--- src/rtl/mem_arbiter_rr3.sv ---
// Three-way SDRAM port arbiter (CPU / DMA / MCGA): round-robin with an MCGA urgent
// override, registered acks and read data, sticky ack-timeout flag.
module mem_arbiter_rr3 #(
  parameter int TIMEOUT_CYCLES = 1024,
  parameter int CNT_W          = 11
) (
  input  logic        clk,
  input  logic        reset,
  input  logic [19:1] cpu_m_addr,
  input  logic [15:0] cpu_m_data_out,
  output logic [15:0] cpu_m_data_in,
  input  logic        cpu_m_access,
  output logic        cpu_m_ack,
  input  logic        cpu_m_wr_en,
  input  logic [1:0]  cpu_m_bytesel,
  input  logic [19:1] dma_m_addr,
  input  logic [15:0] dma_m_data_out,
  output logic [15:0] dma_m_data_in,
  input  logic        dma_m_access,
  output logic        dma_m_ack,
  input  logic        dma_m_wr_en,
  input  logic [1:0]  dma_m_bytesel,
  input  logic [19:1] mcga_m_addr,
  input  logic [15:0] mcga_m_data_out,
  output logic [15:0] mcga_m_data_in,
  input  logic        mcga_m_access,
  output logic        mcga_m_ack,
  input  logic        mcga_m_wr_en,
  input  logic [1:0]  mcga_m_bytesel,
  input  logic        mcga_urgent,
  output logic [19:1] sdram_m_addr,
  output logic [15:0] sdram_m_data_out,
  input  logic [15:0] sdram_m_data_in,
  output logic        sdram_m_access,
  input  logic        sdram_m_ack,
  output logic        sdram_m_wr_en,
  output logic [1:0]  sdram_m_bytesel,
  output logic [1:0]  owner,
  output logic        timeout_err
);

  typedef enum logic [1:0] {IDLE, GRANT, DONE} state_t;

  localparam logic [1:0] OWN_NONE = 2'b00;
  localparam logic [1:0] OWN_CPU  = 2'b01;
  localparam logic [1:0] OWN_DMA  = 2'b10;
  localparam logic [1:0] OWN_MCGA = 2'b11;

  state_t           state, state_nxt;
  logic [1:0]       owner_nxt;
  logic [1:0]       last_srv;   // last round-robin winner; NONE after reset so CPU goes first
  logic [1:0]       pick_rr;
  logic             urgent_hit;
  logic             urgent_grant;
  logic [CNT_W-1:0] cnt;

  assign urgent_hit = mcga_urgent & mcga_m_access;

  always_comb begin
    pick_rr = OWN_NONE;
    case (last_srv)
      OWN_CPU: begin
        if      (dma_m_access)  pick_rr = OWN_DMA;
        else if (mcga_m_access) pick_rr = OWN_MCGA;
        else if (cpu_m_access)  pick_rr = OWN_CPU;
      end
      OWN_DMA: begin
        if      (mcga_m_access) pick_rr = OWN_MCGA;
        else if (cpu_m_access)  pick_rr = OWN_CPU;
        else if (dma_m_access)  pick_rr = OWN_DMA;
      end
      default: begin
        if      (cpu_m_access)  pick_rr = OWN_CPU;
        else if (dma_m_access)  pick_rr = OWN_DMA;
        else if (mcga_m_access) pick_rr = OWN_MCGA;
      end
    endcase
  end

  always_comb begin
    state_nxt = state;
    owner_nxt = owner;
    case (state)
      IDLE: begin
        if (urgent_hit) begin
          state_nxt = GRANT;
          owner_nxt = OWN_MCGA;
        end else if (pick_rr != OWN_NONE) begin
          state_nxt = GRANT;
          owner_nxt = pick_rr;
        end
      end
      GRANT: if (sdram_m_ack) state_nxt = DONE;
      DONE: begin
        state_nxt = IDLE;
        owner_nxt = OWN_NONE;
      end
      default: begin
        state_nxt = IDLE;
        owner_nxt = OWN_NONE;
      end
    endcase
  end

  always_ff @(posedge clk or posedge reset) begin
    if (reset) begin
      state          <= IDLE;
      owner          <= OWN_NONE;
      last_srv       <= OWN_NONE;
      urgent_grant   <= 1'b0;
      cnt            <= '0;
      timeout_err    <= 1'b0;
      cpu_m_ack      <= 1'b0;
      dma_m_ack      <= 1'b0;
      mcga_m_ack     <= 1'b0;
      cpu_m_data_in  <= '0;
      dma_m_data_in  <= '0;
      mcga_m_data_in <= '0;
    end else begin
      state      <= state_nxt;
      owner      <= owner_nxt;
      cpu_m_ack  <= 1'b0;
      dma_m_ack  <= 1'b0;
      mcga_m_ack <= 1'b0;
      if (state == IDLE) urgent_grant <= urgent_hit;
      if (state == GRANT) begin
        if (sdram_m_ack) begin
          cnt <= '0;
          // urgent grants leave the rotation untouched so skipped requesters keep their turn
          if (!urgent_grant) last_srv <= owner;
          case (owner)
            OWN_CPU:  begin cpu_m_ack  <= 1'b1; cpu_m_data_in  <= sdram_m_data_in; end
            OWN_DMA:  begin dma_m_ack  <= 1'b1; dma_m_data_in  <= sdram_m_data_in; end
            OWN_MCGA: begin mcga_m_ack <= 1'b1; mcga_m_data_in <= sdram_m_data_in; end
            default: ;
          endcase
        end else begin
          if (cnt != '1) cnt <= cnt + 1'b1;
          if (cnt == CNT_W'(TIMEOUT_CYCLES - 1)) timeout_err <= 1'b1;
        end
      end
    end
  end

  assign sdram_m_access = (state == GRANT);

  always_comb begin
    sdram_m_addr     = '0;
    sdram_m_data_out = '0;
    sdram_m_wr_en    = 1'b0;
    sdram_m_bytesel  = '0;
    case (owner)
      OWN_CPU: begin
        sdram_m_addr = cpu_m_addr;  sdram_m_data_out = cpu_m_data_out;
        sdram_m_wr_en = cpu_m_wr_en; sdram_m_bytesel = cpu_m_bytesel;
      end
      OWN_DMA: begin
        sdram_m_addr = dma_m_addr;  sdram_m_data_out = dma_m_data_out;
        sdram_m_wr_en = dma_m_wr_en; sdram_m_bytesel = dma_m_bytesel;
      end
      OWN_MCGA: begin
        sdram_m_addr = mcga_m_addr;  sdram_m_data_out = mcga_m_data_out;
        sdram_m_wr_en = mcga_m_wr_en; sdram_m_bytesel = mcga_m_bytesel;
      end
      default: ;
    endcase
  end

endmodule
--- config.mk ---
export PLATFORM = sky130hd
export DESIGN_NAME = mem_arbiter_rr3
export DESIGN_NICKNAME = d
export VERILOG_FILES = /design/src/rtl/mem_arbiter_rr3.sv
export SDC_FILE = /design/constraint.sdc
export NUM_CORES = 1
export LEC_CHECK = 0
export BUFFER_PORTS_ARGS = -buffer_cell sky130_fd_sc_hd__buf_2
export CAP_MARGIN = 20
export CORE_UTILIZATION = 47
export CTS_BUF_LIST = sky130_fd_sc_hd__clkbuf_4 sky130_fd_sc_hd__clkbuf_8 sky130_fd_sc_hd__clkbuf_16
export CTS_CLUSTER_SIZE = 12
export DETAILED_ROUTE_END_ITERATION = 8
export GPL_TIMING_DRIVEN = 0
export PLACE_DENSITY = 0.86
export SETUP_SLACK_MARGIN = 0.3
export SYNTH_ARGS = -nofsm -noshare
export SYNTH_HDL_FRONTEND = slang
export SYNTH_SLANG_ARGS = --single-unit
--- constraint.sdc ---
create_clock -name clk -period 4.2 [get_ports clk]
set_input_delay 0.21 -clock clk [delete_from_list [all_inputs] [get_ports clk]]
set_output_delay 0.21 -clock clk [all_outputs]
set_load 0.03 [all_outputs]
==> reports/results.ini, run 1 <==
[synthesis]
synth_edf_count = 0
synth_warnings = 0
synth_flop_cell = dfrtp_1
avgSynthCellArea_sq_um = 12.7
synth_seq_area_share_pct = 46.1
syn_area_sq_um = 3800
yosysUniqueCellTypes = 45
async_flop_share_pct = 100
synthCells = 300
synth.ff_latch_count = 70
syn_nets = 440

[finish]
antennaDiodeCount = 0
seqCellArea_sq_um = 1750
fillers = 613
drive_above_1_share_pct = 64.5
multi_input_area_sq_um = 1910
utilization_pct = 68.1
area_growth_pct = 39.3
final_nets = 682

[route]
antenna_left = 0
first_iter_violations = 68
avgRoutedWirePerCell_microns = 16.7
drc = 0
totalWireLength_mm = 10.8
first_pass_iters = 4
dr_total_vias = 3453
via_per_inst = 5.33

[pwr]
ir_worst_vdd_mv = 0.411
power_mw = 4.37
p_leak_nw = 2.74
switching_power_mw = 2.13
power_frac_seq_pct = 25.6
swShare_pct = 48.6
p_int_mw = 2.24
clkPwrFrac_pct = 11.8
comb_power_share_pct = 62.6
powerDensity_nw_per_um2 = 826

[setup_path]
worst_ep_required_time_ns = 3.99
worst_setup_path_start_kind = flop
critical_path.most_common_cell = clkbuf_1
worstPathMaxFanout = 10
max_stage_delay_ns = 0.46
path_class = flop to primary output
worstPathCellList = clkbuf_1, nor2b_1, clkbuf_1, buf_1, a22o_1, buf_2
end_kind = primary output
crit_slowest_cell = clkbuf_1
arrival_ns = 2.49

[floorplan]
dieArea_sq_um = 8450
die_h_microns = 91.9
die_x_microns = 91.9
coreArea_sq_um = 7770
num_rows = 32
start_util_pct = 48.9
ios = 230

[timing]
fin_crit_sh_pct = 64.2
setup_viol = 0
setup-tns-final_ns = 0
clock_skew_ns = 0.0114
fin_crit_ns = 2.70
tightest_slew_ns = 0.674
grt_setup_unrepaired = false
slew_headroom_pct = 55.0
fmax_mhz = 371
hold_viol = 0
slew_violations = 0

[global_routing]
grt_pass1_wl_mm = 16.8
grt_pass1_vias = 3306
grt_usage_pct = 25.8
grt_antenna_before_repair = 0
grt_overflow = 0
grt_max_degree = 46

[clocking]
htreeDepth = 3
post-cts-setup-buffers = 0
cts.sinks = 70
root_buffer = clkbuf_8
clk_pin_slew_ns = 0.08
cts_buffers = 9
cts_buffer_depth = 2
cts_tree = built
clk_latency_ns = 0.35

[hold_path]
hp-class = input port to flop

[placed_design]
gp_congestion = 0.846
io_buffers = 229
dp_hpwl_mm = 8.66

[run]
drv_cap = 0

[run_status]
status = complete, no violations

-- power by group through the flow --
stage	clock [mW]	combinational [mW]	sequential [mW]
2_1_floorplan	0	1.49	1.60
3_3_place_gp	0	2.68	1.10
3_5_place_dp	0	2.74	1.13
4_1_cts	0.525	2.75	1.12
5_1_grt	0.557	2.89	1.15
6_report	0.515	2.73	1.12
-- kinds of logic after synthesis --
logic type	Yosys count	synth area share (%)
adders and majority gates	3	0.988
muxes	89	27.2
buffers and inverters	26	3.49
and+or+nand+nor	35	6.03
AOI/OAI and AO/OA	75	15.7
xor gates and xnor gates	2	0.461
DFF	70	46.1
-- metal layers --
layer  GRT usage (%)  vias up  share of wire (%)
met4            5.08        0               0.82
met2            44.0      140                 51
met3            6.97        7                6.1
li1                -     1613                  -
met1            32.9     1693                 42
met5               0        -                  0
-- critical path, delay by kind of cell, from the launching register on --
| family | cells | cell delay [ns] |
|---|---|---|
| AO/OA/AOI/OAI | 1 | 0.23 |
| flip-flops | 1 | 0.38 |
| AND/OR/NAND/NOR | 1 | 0.19 |
| buffers and inverters | 4 | 1.35 |
-- path summary, 6_finish.rpt --
path	start	to	slack, ns	depth (start not counted)
min in group asynchronous	reset	cnt[2]	0.46	3
setup / recovery	owner[1]	sdram_m_addr[8]	1.50	6
hold reg to reg	timeout_err	timeout_err	0.49	2
hold / removal	sdram_m_data_in[3]	cpu_m_data_in[3]	0.11	2
setup reg to reg	state[0]	dma_m_data_in[5]	2.15	6
max in group asynchronous	reset	mcga_m_data_in[7]	3.12	4
-- final cells by class --
| class | count | area share, % |
|---|---|---|
| Multi-Input combinational cell | 204 | 36.2 |
| Sequential cell | 70 | 33.1 |
| Timing Repair Buffer | 231 | 22.2 |
| Tap cell | 102 | 2.41 |
| Clock buffer | 9 | 2.34 |
| Buffer | 19 | 2.01 |
| Clock inverter | 6 | 1.21 |
| Inverter | 7 | 0.497 |
-- cell usage after synthesis, types with 2 or more instances --
library cell	number	area share (%)
nand2_1	8	0.79
ha_1	3	0.99
a21oi_1	6	0.79
nor3b_4	2	0.99
a211o_1	2	0.46
buf_1	3	0.30
nand3_1	5	0.66
o21ai_0	12	1.6
buf_2	3	0.40
o31ai_1	4	0.79
and3_1	3	0.49
inv_1	6	0.59
nor2_1	5	0.49
mux2_2	79	23
clkbuf_1	10	0.99
nor3_1	2	0.26
a31oi_1	2	0.33
a22o_1	40	9.2
mux2_4	9	3.6
dfrtp_1	70	46
buf_6	2	0.59
-- state kept, by name, summed over array words and instances (netlist names) --
signal          cells
dma_m_data_in      16
cpu_m_ack           1
timeout_err         1
last_srv            2
urgent_grant        1
dma_m_ack           1
owner               2
cnt                11
mcga_m_ack          1
cpu_m_data_in      16
state               2
mcga_m_data_in     16
-- stage by stage --
stage | hold slack (ns) | setup slack, ns | cell area (sq um) | instances
finish | 0.115 | 1.50 | 5290 | 648
global route | 0.100 | 1.23 | 5290 | 648
CTS | 0.106 | 1.50 | 5290 | 648
detailed placement | 0.291 | 1.87 | 5090 | 632
global placement | 0.458 | 1.51 | 5070 | 631
floorplan | 0.358 | 2.13 | 3800 | 300
-- cell usage in the layout, fill, tap and decap left out, drive strengths merged, types with 2 or more instances in the layout --
master | synthesis | routed
o31ai | 5 | 5
a22o | 40 | 40
nor2 | 6 | 6
buf | 9 | 239
o21ai | 13 | 13
a31oi | 2 | 2
ha | 3 | 3
clkinvlp | 0 | 2
dfrtp | 70 | 70
mux2 | 88 | 88
inv | 7 | 7
clkbuf | 10 | 19
nor3 | 2 | 2
nand2 | 9 | 9
nor3b | 2 | 2
nand3 | 6 | 6
a21oi | 6 | 6
a211o | 2 | 2
and3 | 3 | 3
clkinv | 0 | 3
-- repair_timing --
item | in CTS | in global routing
gates resized for setup | 0 | 0
endpoints found under the hold margin | 25 | 0
hold buffers | 1 | 0
(Power assumes the default switching activity.)
==> run 2: changes to the inputs <==
--- a/config.mk
+++ b/config.mk
@@ -7,12 +7,12 @@
 export LEC_CHECK = 0
 export BUFFER_PORTS_ARGS = -buffer_cell sky130_fd_sc_hd__buf_2
 export CAP_MARGIN = 20
-export CORE_UTILIZATION = 47
+export CORE_UTILIZATION = 39
 export CTS_BUF_LIST = sky130_fd_sc_hd__clkbuf_4 sky130_fd_sc_hd__clkbuf_8 sky130_fd_sc_hd__clkbuf_16
 export CTS_CLUSTER_SIZE = 12
 export DETAILED_ROUTE_END_ITERATION = 8
 export GPL_TIMING_DRIVEN = 0
-export PLACE_DENSITY = 0.86
+export PLACE_DENSITY = 0.76
 export SETUP_SLACK_MARGIN = 0.3
 export SYNTH_ARGS = -nofsm -noshare
 export SYNTH_HDL_FRONTEND = slang
==> constraint.sdc (replaced) <==
create_clock -name clk -period 2.3 [get_ports clk]
set_input_delay 0.115 -clock clk [delete_from_list [all_inputs] [get_ports clk]]
set_output_delay 0.115 -clock clk [all_outputs]
set_load 0.03 [all_outputs]
==> run 2 against run 1 <==
Critical path depth unchanged. Sequential share of layout area down 1.2 points. Cell area up 3.7%. Flip-flop and latch count unchanged. Register-to-register slack worse by 1.7 ns. Final cell count up 5.7%. Power up 92%. Largest power group unchanged. Wire length up 6.5%. Die area up 20%. Worst setup slack worse by 1.1 ns.
==> reports/results.ini, run 2 (synthesis gave the netlist of run 1 again) <==
[timing]
hold_viol = 0  ; unchanged
fin_crit_sh_pct = 83.3
clock_skew_ns = 0.0117  ; was 0.0114 ns
holdWs_ns = 0.0280  ; was 0.115 ns
slew_violations = 0  ; unchanged
tightest_slew_ns = 0.847  ; was 0.674 ns
slew_headroom_pct = 43.5  ; was 55.0%
setup_viol = 0  ; unchanged
grt_setup_unrepaired = false  ; unchanged
fmax_mhz = 522
fin_crit_ns = 1.92
setup-tns-final_ns = 0  ; unchanged

[setup_path]
crit_end = sdram_m_addr[9]  ; was sdram_m_addr[8]
reg2reg_slack_ns = 0.43  ; was 2.15 ns
worst_ep_required_time_ns = 2.18  ; was 3.99 ns
worstPathCellList = clkbuf_4, nor2b_2, buf_4, buf_4, a22o_1, buf_2  ; was clkbuf_1, nor2b_1, clkbuf_1, buf_1, a22o_1, buf_2
rr_endpoint = cnt[0]  ; was dma_m_data_in[5]
worstSetupStartpoint = owner[1]  ; unchanged
r2r_start = cnt[1]  ; was state[0]
worst_setup_path_start_kind = flop  ; unchanged
crit_slowest_cell = dfrtp_1  ; was clkbuf_1
worstPathMaxFanout = 10  ; unchanged
path_class = flop to primary output  ; unchanged
end_kind = primary output  ; unchanged
critical_path.most_common_cell = buf_4  ; was clkbuf_1
max_stage_delay_ns = 0.38  ; was 0.46 ns
arrival_ns = 1.80  ; was 2.49 ns
reg2reg_depth = 8  ; was 6

[clocking]
cts_buffers = 9  ; unchanged
cts_tree = built  ; unchanged
htreeDepth = 3  ; unchanged
clk_pin_slew_ns = 0.09  ; was 0.08 ns
cts.sinks = 70  ; unchanged
root_buffer = clkbuf_8  ; unchanged
clk_latency_ns = 0.34  ; was 0.35 ns
cts_buffer_depth = 2  ; unchanged

[finish]
antennaDiodeCount = 0  ; unchanged
drive_above_1_share_pct = 67.3  ; was 64.5%
fillers = 800  ; was 613
reg.largest.list = cpu_m_data_in x16, dma_m_data_in x16, mcga_m_data_in x16  ; unchanged
postLayoutCellArea_sq_um = 5490  ; was 5290 sq um
utilization_pct = 58.8  ; was 68.1%
final_common_cell = buf_2  ; unchanged
final_nets = 691  ; was 682
layout_common_cells = 226 x buf_2, 79 x mux2_2, 70 x dfrtp_1, 40 x a22o_1, 16 x buf_4  ; was 232 x buf_2, 79 x mux2_2, 70 x dfrtp_1, 40 x a22o_1, 12 x o21ai_0
area_growth_pct = 44.5  ; was 39.3%
stdcell_count = 685  ; was 648

[pwr]
powerDensity_nw_per_um2 = 1530  ; was 826 nW/um^2
ir_worst_vdd_mv = 0.812  ; was 0.411 mV
p_leak_nw = 2.84  ; was 2.74 nW

[floorplan]
num_rows = 35  ; was 32
die_x_microns = 101  ; was 91.9 microns
ios = 230  ; unchanged
die_h_microns = 101  ; was 91.9 microns
start_util_pct = 40.7  ; was 48.9%
coreArea_sq_um = 9330  ; was 7770 sq um
dieArea_sq_um = 10100  ; was 8450 sq um

[route]
drc = 0  ; unchanged
first_pass_iters = 4  ; unchanged
via_per_inst = 5.07  ; was 5.33
totalWireLength_mm = 11.5  ; was 10.8 mm
avgRoutedWirePerCell_microns = 16.9  ; was 16.7 microns
antenna_left = 0  ; unchanged
first_iter_violations = 119  ; was 68
dr_total_vias = 3471  ; was 3,453

[global_routing]
grt_pass1_vias = 3313  ; was 3,306
grt_antenna_before_repair = 0  ; unchanged
grt_usage_pct = 22.0  ; was 25.8%
grt_max_degree = 71  ; was 46
grt_overflow = 0  ; unchanged
grt_pass1_wl_mm = 16.9  ; was 16.8 mm

[placed_design]
gp_congestion = 0.805  ; was 0.846
dpl.cell_count = 658  ; was 632
dpl_cell_area_sq_um = 5110  ; was 5090 sq um
dp_hpwl_mm = 9.06  ; was 8.66 mm
io_buffers = 229  ; unchanged

[hold_path]
hp-class = input port to flop  ; unchanged

[run]
drv_cap = 0  ; unchanged

[run_status]
status = complete, no violations  ; unchanged

==> run 2: changes by cell type in the layout (fill, tap and decap cells not counted), moves of 2 or more <==
| cell | previous run | this run |
|---|---|---|
| buf_4 | 0 | 16 |
| clkbuf_1 | 10 | 3 |
| buf_2 | 232 | 226 |
| clkbuf_4 | 0 | 4 |
| buf_1 | 3 | 0 |
| inv_6 | 0 | 3 |
| buf_6 | 2 | 4 |
| clkbuf_2 | 0 | 2 |
==> run 2: layer usage <==
metal,track usage (%),up-vias,share of wire (%),wire (microns)
met4,7.92,0,1.1,122
li1,-,1639,-,-
met3,7.14,10,7.6,881
met5,0,-,0,0
met2,32.7,137,47,5460
met1,30.0,1685,44,5080
==> run 2: timing repair <==
item | 4_1_cts | 5_1_grt
setup buffers | 3 | 7
hold buffers | 1 | 0
gates resized for setup | 22 | 14
setup endpoints to repair | 58 | 43
pin swaps | 3 | 1
endpoints found under the hold margin | 70 | 0
gates cloned | 0 | 0
==> run 2: per-stage QoR <==
step	setup WS (ns)	power, mW
6_report	0.384	8.37
3_3_place_gp	-0.311	7.00
3_5_place_dp	0.0645	7.10
2_1_floorplan	0.328	5.64
5_1_grt	0.294	8.81
4_1_cts	0.258	8.25
==> run 2: worst min-delay path by stage <==
| stage | startpoint | endpoint | slack [ns] | depth (start not counted) |
|---|---|---|---|---|
| 2_1_floorplan | sdram_m_data_in[0] | cpu_m_data_in[0] | 0.26 | 1 |
| 6_report | sdram_m_data_in[0] | cpu_m_data_in[0] | 0.03 | 2 |
| 3_3_place_gp | sdram_m_data_in[4] | cpu_m_data_in[4] | 0.37 | 2 |
| 3_5_place_dp | reset | mcga_m_data_in[5] | 0.35 | 2 |
| 5_1_grt | sdram_m_data_in[0] | cpu_m_data_in[0] | 0.02 | 2 |
| 4_1_cts | sdram_m_data_in[5] | cpu_m_data_in[5] | 0.005 | 2 |
==> run 2: report_power, final <==
part	switching [mW]	internal (mW)	total, mW
clock	0.499	0.518	1.02
combinational	3.23	2.10	5.33
sequential	0.288	1.74	2.03
total	4.02	4.35	8.37
==> run 2: layout make-up <==
type	instances	area, sq um	share of cell area [%]
sequential	70	1750	31.9
timing repair buffer	240	1260	22.9
inverter	7	28.8	0.524
clock inverter	7	80.1	1.46
clock buffer	9	124	2.26
buffer	19	156	2.85
tap	129	161	2.94
multi-input combinational	204	1930	35.2
==> run 2: worst max-delay path: cells and delay by family (launching register included) <==
family	cells	cell delay [ns]
flops	1	0.38
compound gates	1	0.18
buf+inv	4	0.75
simple gates	1	0.14
==> run 3: changes to the inputs <==
--- a/config.mk
+++ b/config.mk
@@ -5,14 +5,15 @@
 export SDC_FILE = /design/constraint.sdc
 export NUM_CORES = 1
 export LEC_CHECK = 0
+export ABC_AREA = 1
 export BUFFER_PORTS_ARGS = -buffer_cell sky130_fd_sc_hd__buf_2
 export CAP_MARGIN = 20
-export CORE_UTILIZATION = 39
+export CORE_UTILIZATION = 40
 export CTS_BUF_LIST = sky130_fd_sc_hd__clkbuf_4 sky130_fd_sc_hd__clkbuf_8 sky130_fd_sc_hd__clkbuf_16
 export CTS_CLUSTER_SIZE = 12
 export DETAILED_ROUTE_END_ITERATION = 8
 export GPL_TIMING_DRIVEN = 0
-export PLACE_DENSITY = 0.76
+export PLACE_DENSITY = 0.78
 export SETUP_SLACK_MARGIN = 0.3
 export SYNTH_ARGS = -nofsm -noshare
 export SYNTH_HDL_FRONTEND = slang
==> constraint.sdc (replaced) <==
create_clock -name clk -period 1.68 [get_ports clk]
set_input_delay 0.084 -clock clk [delete_from_list [all_inputs] [get_ports clk]]
set_output_delay 0.084 -clock clk [all_outputs]
set_load 0.03 [all_outputs]
==> run 3 against run 2 <==
The run now ends with negative setup slack left. Non-clock buffer count up 50. Clock power grew 24%. Via count up 24%. Register-to-register slack worse by 0.56 ns. Die area down 1.6%. Synthesized area increased by 0.86%. Sequential power rose by 42%. Final cell count up 26%. Global-route usage grew 4.4 points. Utilization up 12 points. Critical path type unchanged. Critical endpoint is now sdram_m_addr[7]. Largest cell class unchanged.
==> reports/results.ini, run 3 <==
[route]
totalWireLength_mm = 13.9  ; was 11.5 mm
avgRoutedWirePerCell_microns = 16.0  ; was 16.9 microns
antenna_left = 0  ; unchanged
dr_total_vias = 4296  ; was 3,471
first_iter_violations = 142  ; was 119
drc = 0  ; unchanged
first_pass_iters = 4  ; unchanged
via_per_inst = 4.96  ; was 5.07

[global_routing]
grt_antenna_before_repair = 0  ; unchanged
grt_usage_pct = 26.4  ; was 22.0%
grt_pass1_wl_mm = 20.4  ; was 16.9 mm
grt_overflow = 0  ; unchanged
grt_pass1_vias = 4254  ; was 3,313
grt_max_degree = 44  ; was 71

[finish]
utilization_pct = 70.7  ; was 58.8%
area_growth_pct = 70.5  ; was 44.5%
layout_common_cells = 192 x buf_2, 94 x nand2_1, 66 x dfrtp_1, 65 x buf_4, 53 x inv_1  ; was 226 x buf_2, 79 x mux2_2, 70 x dfrtp_1, 40 x a22o_1, 16 x buf_4
final_nets = 872  ; was 691
antennaDiodeCount = 0  ; unchanged
final_common_cell = buf_2  ; unchanged
drive_above_1_share_pct = 55.9  ; was 67.3%
reg.largest.list = cpu_m_data_in x16, dma_m_data_in x16, mcga_m_data_in x16  ; unchanged
postLayoutCellArea_sq_um = 6530  ; was 5490 sq um

[timing]
clock_skew_ns = 0.0184  ; was 0.0117 ns
holdWs_ns = 0.00923  ; was 0.0280 ns
fin_crit_sh_pct = 113
tightest_slew_ns = 0.631  ; was 0.847 ns
slew_violations = 0  ; unchanged
hold_viol = 0  ; unchanged
grt_setup_unrepaired = true  ; was false
timing.final.ws_setup_ns = -0.221  ; was 0.384 ns
setup_viol = 54  ; was 0
slew_headroom_pct = 57.8  ; was 43.5%
fmax_mhz = 526
fin_crit_ns = 1.90

[pwr]
power_mw = 12.4  ; was 8.37 mW
powerDensity_nw_per_um2 = 1900  ; was 1530 nW/um^2
p_int_mw = 6.47  ; was 4.35 mW
comb_power_share_pct = 66.7  ; was 63.6%
p_leak_nw = 3.52  ; was 2.84 nW
swShare_pct = 47.9  ; was 48.0%
switching_power_mw = 5.94  ; was 4.02 mW
power_frac_seq_pct = 23.2  ; was 24.2%
clkPwrFrac_pct = 10.1  ; was 12.1%
ir_worst_vdd_mv = 1.15  ; was 0.812 mV

[placed_design]
dpl_cell_area_sq_um = 5380  ; was 5110 sq um
dp_hpwl_mm = 9.47  ; was 9.06 mm
io_buffers = 229  ; unchanged
gp_congestion = 0.926  ; was 0.805

[clocking]
cts.sinks = 70  ; unchanged
clk_pin_slew_ns = 0.08  ; was 0.09 ns
htreeDepth = 3  ; unchanged
cts_buffers = 9  ; unchanged
clk_latency_ns = 0.35  ; was 0.34 ns
root_buffer = clkbuf_8  ; unchanged
cts_buffer_depth = 2  ; unchanged
cts_tree = built  ; unchanged

[setup_path]
worst_setup_path_start_kind = flop  ; unchanged
worst_ep_required_time_ns = 1.60  ; was 2.18 ns
reg2reg_slack_ns = -0.13  ; was 0.43 ns
worstPathMaxFanout = 10  ; unchanged
arrival_ns = 1.82  ; was 1.80 ns
end_kind = primary output  ; unchanged
path_class = flop to primary output  ; unchanged

[floorplan]
ios = 230  ; unchanged
num_rows = 35  ; unchanged
die_x_microns = 99.9  ; was 101 microns
die_h_microns = 99.9  ; was 101 microns
coreArea_sq_um = 9240  ; was 9330 sq um
dieArea_sq_um = 9970  ; was 10,100 sq um
start_util_pct = 41.5  ; was 40.7%

[synthesis]
synth.area.top_cells = dfrtp_1 46%, nand2_1 10%, mux2_1 7.9%  ; was dfrtp_1 46%, mux2_2 23%, a22o_1 9.2%
synth_flop_cell = dfrtp_1  ; unchanged
synth_edf_count = 0  ; unchanged
synthCells = 430  ; was 300
synth.ff_latch_count = 70  ; unchanged
yosysMostFrequentCell = nand2_1  ; was mux2_2
async_flop_share_pct = 100  ; unchanged
avgSynthCellArea_sq_um = 8.91  ; was 12.7 sq um
syn_area_sq_um = 3830  ; was 3800 sq um
synth_warnings = 0  ; unchanged
synth_top_area_share_pct = 45.7  ; was 46.1%
synth_seq_area_share_pct = 45.7  ; was 46.1%
yosysUniqueCellTypes = 25  ; was 45
ys_top_cells_by_count = 107 x nand2_1, 70 x dfrtp_1, 58 x inv_1  ; was 79 x mux2_2, 70 x dfrtp_1, 40 x a22o_1
yosysTopAreaCell = dfrtp_1  ; unchanged
syn_nets = 570  ; was 440

[run_status]
status = finished, violations left  ; was complete, no violations
violations = negative setup slack

[hold_path]
hp-class = input port to flop  ; unchanged

[run]
drv_cap = 0  ; unchanged

==> run 3: cell count changes after synthesis, sizes merged, moves of 3 or more <==
| cell | change |
|---|---|
| nand2 | +100 |
| inv | +52 |
| nand3 | +44 |
| a22o | -40 |
| mux2 | -40 |
| o211ai | +39 |
| nor2 | +14 |
| o21ai | -10 |
| a21oi | -6 |
| o31ai | -5 |
| and3 | -3 |
| or2 | +3 |
==> run 3: worst paths after layout <==
check | cells after the start | from | end
max in group asynchronous | 4 | reset | dma_m_data_in[13]
min reg2reg | 1 | timeout_err | timeout_err
max | 6 | owner[1] | sdram_m_addr[7]
min | 2 | sdram_m_data_in[9] | dma_m_data_in[9]
min in group asynchronous | 3 | reset | cnt[6]
max reg2reg | 8 | owner[1] | cpu_m_data_in[6]
==> run 3: power groups by stage <==
| stage | Clock [mW] | Sequential [mW] | Combinational, mW |
|---|---|---|---|
| after floorplan | 0 | 4.03 | 3.67 |
| after global placement | 0 | 2.81 | 6.68 |
| after detailed placement | 0 | 2.87 | 6.78 |
| after CTS | 1.26 | 2.84 | 7.78 |
| after global routing | 1.34 | 2.94 | 8.73 |
| final | 1.26 | 2.88 | 8.28 |
==> run 3: layout make-up <==
class,count,area [sq um]
well taps,129,161
multi-input cells,283,2120
clock inverters,5,33.8
flip-flops and latches,70,1760
repair buffers,289,1890
fillers,726,2710
clock buffers,11,145
inverters,59,228
plain buffers,20,196
==> run 3: critical path, stage by stage (launching register included) <==
cell and delay [ns]:
dfrtp_2 0.41, buf_6 0.13, or2_4 0.24, buf_8 0.14, buf_6 0.13, o211ai_1 0.21
buf_4 0.20
==> run 3: metrics by stage <==
step / cells / setup TNS, ns / setup WS [ns]
floorplan: 430 / -1.12 / -0.0682
global placement: 788 / -1.96 / -0.160
detailed placement: 789 / -2.40 / -0.170
CTS: 848 / -7.59 / -0.263
global route: 866 / -10.77 / -0.272
finish: 866 / -7.91 / -0.221
==> run 3: cell families after synthesis <==
family | count (synthesis) | synth area share [%]
adders and majority gates | 3 | 0.980
xor gates and xnor gates | 1 | 0.229
AOI/OAI and AO/OA | 45 | 8.62
and+or+nand+nor | 184 | 21.8
buffers and inverters | 79 | 8.56
DFF | 70 | 45.7
muxes | 48 | 14.1
==> run 3: repair_timing <==
| item | in CTS | in global routing |
|---|---|---|
| endpoints found under the hold margin | 46 | 0 |
| hold buffers | 11 | 0 |
| resized for setup | 82 | 55 |
| cloned | 6 | 1 |
| setup buffers | 26 | 17 |
| pin swaps | 17 | 33 |
| setup endpoints to repair | 99 | 102 |
==> run 3: layer usage <==
layer | wire length (microns) | track usage, % | part of all wire, % | up-vias
met4 | 503 | 12.7 | 3.6 | 0
li1 | - | - | - | 2023
met3 | 935 | 6.27 | 6.7 | 38
met1 | 4930 | 27.7 | 36 | 2041
met5 | 0 | 0 | 0 | -
met2 | 7490 | 49.3 | 54 | 194
